**src/rtl/psum_acc_pkg.sv**
```systemverilog
// Shared types and constants for the psum read-modify-write accumulator.
// Word and address widths are fixed here; the top-level parameters default to them.
package psum_acc_pkg;

  localparam int PSUM_DATA_W = 16;
  localparam int PSUM_ADDR_W = 10;

  localparam logic [PSUM_DATA_W-1:0] PSUM_SAT_MAX = {1'b0, {(PSUM_DATA_W-1){1'b1}}};
  localparam logic [PSUM_DATA_W-1:0] PSUM_SAT_MIN = {1'b1, {(PSUM_DATA_W-1){1'b0}}};

  typedef struct packed {
    logic                   valid;
    logic                   first;
    logic [PSUM_ADDR_W-1:0] addr;
    logic [PSUM_DATA_W-1:0] data;
  } stage_t;

endpackage

```
**src/rtl/psum_sat_adder.sv**
```systemverilog
// Combinational signed psum adder; saturates when PSUM_SAT_EN is defined,
// otherwise wraps in two's complement.
module psum_sat_adder
  import psum_acc_pkg::*;
(
  input  logic [PSUM_DATA_W-1:0] a,
  input  logic [PSUM_DATA_W-1:0] b,
  output logic [PSUM_DATA_W-1:0] sum
);

  logic [PSUM_DATA_W-1:0] raw;

  assign raw = a + b;

`ifdef PSUM_SAT_EN
  logic ovf_pos;
  logic ovf_neg;

  // Overflow only when both operands share a sign the result does not.
  assign ovf_pos = !a[PSUM_DATA_W-1] && !b[PSUM_DATA_W-1] &&  raw[PSUM_DATA_W-1];
  assign ovf_neg =  a[PSUM_DATA_W-1] &&  b[PSUM_DATA_W-1] && !raw[PSUM_DATA_W-1];

  always_comb begin
    sum = raw;
    if (ovf_pos) begin
      sum = PSUM_SAT_MAX;
    end else if (ovf_neg) begin
      sum = PSUM_SAT_MIN;
    end
  end
`else
  assign sum = raw;
`endif

endmodule

```
**src/rtl/glb_psum_accumulator.sv**
```systemverilog
// Psum GLB read-modify-write front end: read at accept, add in S2, write from S3.
// S3/S4 forwarding covers same-address hazards. Build option: PSUM_SAT_EN.
module glb_psum_accumulator
  import psum_acc_pkg::*;
#(
  parameter int DATA_BITWIDTH = PSUM_DATA_W,
  parameter int ADDR_BITWIDTH = PSUM_ADDR_W
) (
  input  logic                     clk,
  input  logic                     reset,
  input  logic                     in_valid,
  output logic                     in_ready,
  input  logic [ADDR_BITWIDTH-1:0] in_addr,
  input  logic [DATA_BITWIDTH-1:0] in_data,
  input  logic                     in_first,
  output logic                     read_req_psum,
  output logic [ADDR_BITWIDTH-1:0] r_addr_psum,
  input  logic [DATA_BITWIDTH-1:0] r_data_psum,
  output logic                     write_en_psum,
  output logic [ADDR_BITWIDTH-1:0] w_addr_psum,
  output logic [DATA_BITWIDTH-1:0] w_data_psum,
  output logic                     busy,
  output logic [15:0]              acc_count
);

  stage_t s2_reg;
  stage_t s3_reg;
  stage_t s4_reg;
  stage_t s3_next;

  logic                     accept;
  logic [DATA_BITWIDTH-1:0] operand;
  logic [DATA_BITWIDTH-1:0] sum;
  logic [15:0]              acc_count_reg;

  assign in_ready      = !reset;
  assign accept        = in_valid && in_ready;
  assign read_req_psum = accept && !in_first;
  assign r_addr_psum   = reset ? '0 : in_addr;

  // GLB reads return pre-write data, so both S3 (not yet written) and
  // S4 (written on the same edge the read was sampled) must be forwarded.
  always_comb begin
    operand = r_data_psum;
    if (s2_reg.first) begin
      operand = '0;
    end else if (s3_reg.valid && (s3_reg.addr == s2_reg.addr)) begin
      operand = s3_reg.data;
    end else if (s4_reg.valid && (s4_reg.addr == s2_reg.addr)) begin
      operand = s4_reg.data;
    end
  end

  psum_sat_adder u_adder (
    .a   (operand),
    .b   (s2_reg.data),
    .sum (sum)
  );

  always_comb begin
    s3_next      = s2_reg;
    s3_next.data = sum;
  end

  always_ff @(posedge clk) begin
    if (reset) begin
      s2_reg        <= '0;
      s3_reg        <= '0;
      s4_reg        <= '0;
      acc_count_reg <= '0;
    end else begin
      s2_reg.valid <= accept;
      s2_reg.first <= in_first;
      s2_reg.addr  <= in_addr;
      s2_reg.data  <= in_data;
      s3_reg       <= s3_next;
      s4_reg       <= s3_reg;
      if (s3_reg.valid) begin
        acc_count_reg <= acc_count_reg + 16'd1;
      end
    end
  end

  assign write_en_psum = s3_reg.valid;
  assign w_addr_psum   = s3_reg.addr;
  assign w_data_psum   = s3_reg.data;
  assign busy          = s2_reg.valid || s3_reg.valid;
  assign acc_count     = acc_count_reg;

endmodule
```
**config.mk**
```make
export PLATFORM = sky130hd
export DESIGN_NAME = glb_psum_accumulator
export DESIGN_NICKNAME = d
export VERILOG_FILES = /design/src/rtl/psum_acc_pkg.sv /design/src/rtl/psum_sat_adder.sv /design/src/rtl/glb_psum_accumulator.sv
export SDC_FILE = /design/constraint.sdc
export NUM_CORES = 1
export LEC_CHECK = 0
export CORE_ASPECT_RATIO = 1.1
export CORE_MARGIN = 2
export CORE_UTILIZATION = 44
export CTS_CLUSTER_SIZE = 16
export DETAILED_ROUTE_END_ITERATION = 8
export GPL_ROUTABILITY_DRIVEN = 0
export PLACE_DENSITY_LB_ADDON = 0.15
export SYNTH_ARGS = -nofsm -noshare
export SYNTH_HDL_FRONTEND = slang
export SYNTH_SLANG_ARGS = --single-unit
```
**constraint.sdc**
```tcl
create_clock -name clk -period 4.15 [get_ports clk]
set_input_delay 0.83 -clock clk [delete_from_list [all_inputs] [get_ports clk]]
set_output_delay 0.83 -clock clk [all_outputs]
set_load 0.1 [all_outputs]
```
==> results.json <==
{
  "grt_max_degree": 59,
  "drv_cap": 0,
  "powerDensity_mw_per_mm2": 387.7,
  "switching_share_pct": 33.69,
  "grt.met3_usage_pct": 6.114,
  "area_growth_pct": 30.62,
  "largest_reg_flops": 28,
  "grt_pass1_vias": 3223,
  "drc_errors": 0,
  "ys_warn_count": 0,
  "layout-drive-gt1-share_pct": 7.551,
  "viasPerCell": 4.936,
  "syn_nets": 503,
  "clkTransAtPathRegs_ps": 100,
  "initial_core_util_pct": 45.14,
  "dieArea_mm2": 0.01034,
  "htree_levels": 3,
  "hpwl_um": 6408,
  "p_sw_w": 0.0007166,
  "clkLatencyLatePin_ps": 360,
  "rsz0062_at_grt": "no",
  "ctsResizeCount": 0,
  "die_x_um": 97.16,
  "p_leak_nw": 2.135,
  "outcome": "completed",
  "cts_hold_buf": 0,
  "avgSynthCellArea_um2": 9.546,
  "grt.met1_usage_pct": 19.96,
  "clock-root-buffer": "clkbuf_8",
  "synthDistinctLibCells": 42,
  "power_w": 0.002127,
  "grt_overflow": 0,
  "crit_path_end_kind": "register",
  "drv_slew": 0,
  "yosys-top-cells-area": "dfxtp_1, nor2b_1, xnor2_1",
  "cts_buffers": 9,
  "clkPwrFrac_pct": 28.1,
  "yosysTopAreaCell": "dfxtp_1",
  "fmax_mhz": 274.9,
  "synthArstFlopShare_pct": 0,
  "synthCells": 440,
  "crit_required_ps": 4400,
  "antenna_found_initial": 0,
  "setup_violations": 0,
  "ys_seq_area_share_pct": 46.71,
  "cts.sinks": 98,
  "startpoint_type": "register",
  "drtAntennaViolNets": 0,
  "rows": 37,
  "netlist_area_mm2": 0.004200,
  "fin_crit_ps": 3637,
  "antenna_cells": 0,
  "met2_usage_pct": 29.86,
  "holdCritPathClass": "register to register",
  "finalHoldViolCount": 0,
  "num-fill-cells": 841,
  "grt_pass1_wl_um": 14480,
  "grt_busiest_layer": "met2",
  "boundaryPins": 102,
  "core_mm2": 0.009305,
  "p_int_w": 0.001411,
  "synth-main-ff-cell": "dfxtp_1",
  "grtUsageTotal_pct": 17.07,
  "synth_seq_cells": 98,
  "p_comb_share_pct": 23.6,
  "avgRoutedWirePerCell_um": 13.33,
  "io_buffers": 101,
  "synth_top_area_share_pct": 46.71,
  "routed_wirelength_um": 8800,
  "tns_ps": 0,
  "regToRegSetupSlack_ps": 510,
  "clockBufferDepth": 2,
  "dieHeight_um": 106.5,
  "synth.most_common_cell": "dfxtp_1",
  "fin_nets": 601,
  "vias": 3258,
  "worst_slew_pin_slew_ps": 1012,
  "finalInstanceArea_mm2": 0.005487,
  "path_max_fanout": 4,
  "vdd_drop_max_uv": 222.1,
  "drtIter0Drc": 55,
  "cts_tree": "built",
  "dr.pass1.iters": 4,
  "netlist_top_cells_count": "dfxtp_1, nor2b_1, nor2_1",
  "cts_setup_buffers": 0,
  "fin_crit_sh_pct": 87.64,
  "clock_skew_ps": 14.04,
  "seq_power_share_pct": 48.3,
  "critical_path_class": "register to register",
  "cp.arrival_ps": 3880,
  "synth_edf_count": 0,
  "post_dp_cell_area_mm2": 0.005291,
  "maxSlewHeadroom_pct": 32.35
}
## cells by family (layout without fill, tap and decap cells)
group,after synthesis,count (layout),share of synthesized area [%]
and+or+nand+nor,183,183,24.16
AOI/OAI and AO/OA,50,50,7.775
xor gates and xnor gates,44,44,9.175
muxes,17,17,4.081
DFF,98,98,46.71
buffers and inverters,31,134,2.860
adders and majority gates,17,17,5.243
## metal layers
metal  vias up  share of wire, %
met5         -                 0
met4         0               1.2
met3        10               6.5
met2        82                49
met1      1507                43
li1       1659                 -
## cell type report
| class | instances | area (µm²) | share of cell area [%] |
|---|---|---|---|
| multi-input combinational | 311 | 2118 | 38.61 |
| sequential | 98 | 1962 | 35.76 |
| timing repair buffer | 107 | 1023 | 18.65 |
| tap | 117 | 146.4 | 2.668 |
| clock buffer | 10 | 137.6 | 2.509 |
| clock inverter | 6 | 57.56 | 1.049 |
| inverter | 11 | 41.29 | 0.7526 |
## through the flow
step / std cells / worst slack (ps) / hold slack [ps] / utilization [%]
2_1_floorplan: 440 / 66.57 / 429.2 / -
3_3_place_gp: 644 / 579.1 / 443.6 / 56.86
3_5_place_dp: 644 / 439.8 / 445.6 / 56.86
4_1_cts: 660 / 556.8 / 468.4 / 58.96
5_1_grt: 660 / 335.9 / 498.8 / 58.96
6_report: 660 / 512.8 / 463.5 / 58.96
## power groups by stage
stage,Sequential [W],Clock (W),Combinational (W)
after floorplan,0.00121,0,0.000209
after global placement,0.00105,0,0.000498
after detailed placement,0.00105,0,0.000504
after CTS,0.00103,0.000620,0.000506
after global routing,0.00103,0.000656,0.000533
final,0.00103,0.000597,0.000503
## path summary, 6_finish.rpt
kind	from	end	cells after the start
setup / recovery	s2_reg[25]$_SDFF_PP0_	w_data_psum[11]$_SDFF_PP0_	14
hold / removal	s2_reg[27]$_SDFF_PP0_	write_en_psum$_SDFF_PP0_	1
setup reg to reg	s2_reg[25]$_SDFF_PP0_	w_data_psum[11]$_SDFF_PP0_	14
hold reg to reg	s2_reg[27]$_SDFF_PP0_	write_en_psum$_SDFF_PP0_	1
## worst max-delay path, cell delays in order (launching register included)
cell	delay, ps
dfxtp_1	350
xnor2_1	240
nand4_1	150
or3_1	470
and2_0	170
or3_1	400
inv_2	70
ha_1	240
a211oi_1	360
o21ai_1	120
a21oi_1	290
o21bai_1	200
a21boi_1	230
xor2_1	170
nor2_1	50
## cell usage in the layout, fill, tap and decap left out, types with 4 or more instances in the layout
cell,n
nand2_1,10
clkbuf_8,10
clkdlybuf4s50_1,88
nor3_1,4
buf_4,19
a211oi_1,16
xor2_1,16
nor2b_1,82
or3_1,4
a21oi_1,11
nor2_1,46
o21ai_0,8
xnor2_1,28
nand3_1,11
dfxtp_1,98
inv_1,10
o21ai_1,4
mux2i_1,16
ha_1,16
nand4_1,8
and3_1,4
No activity file was read; power rests on OpenSTA's default activity.
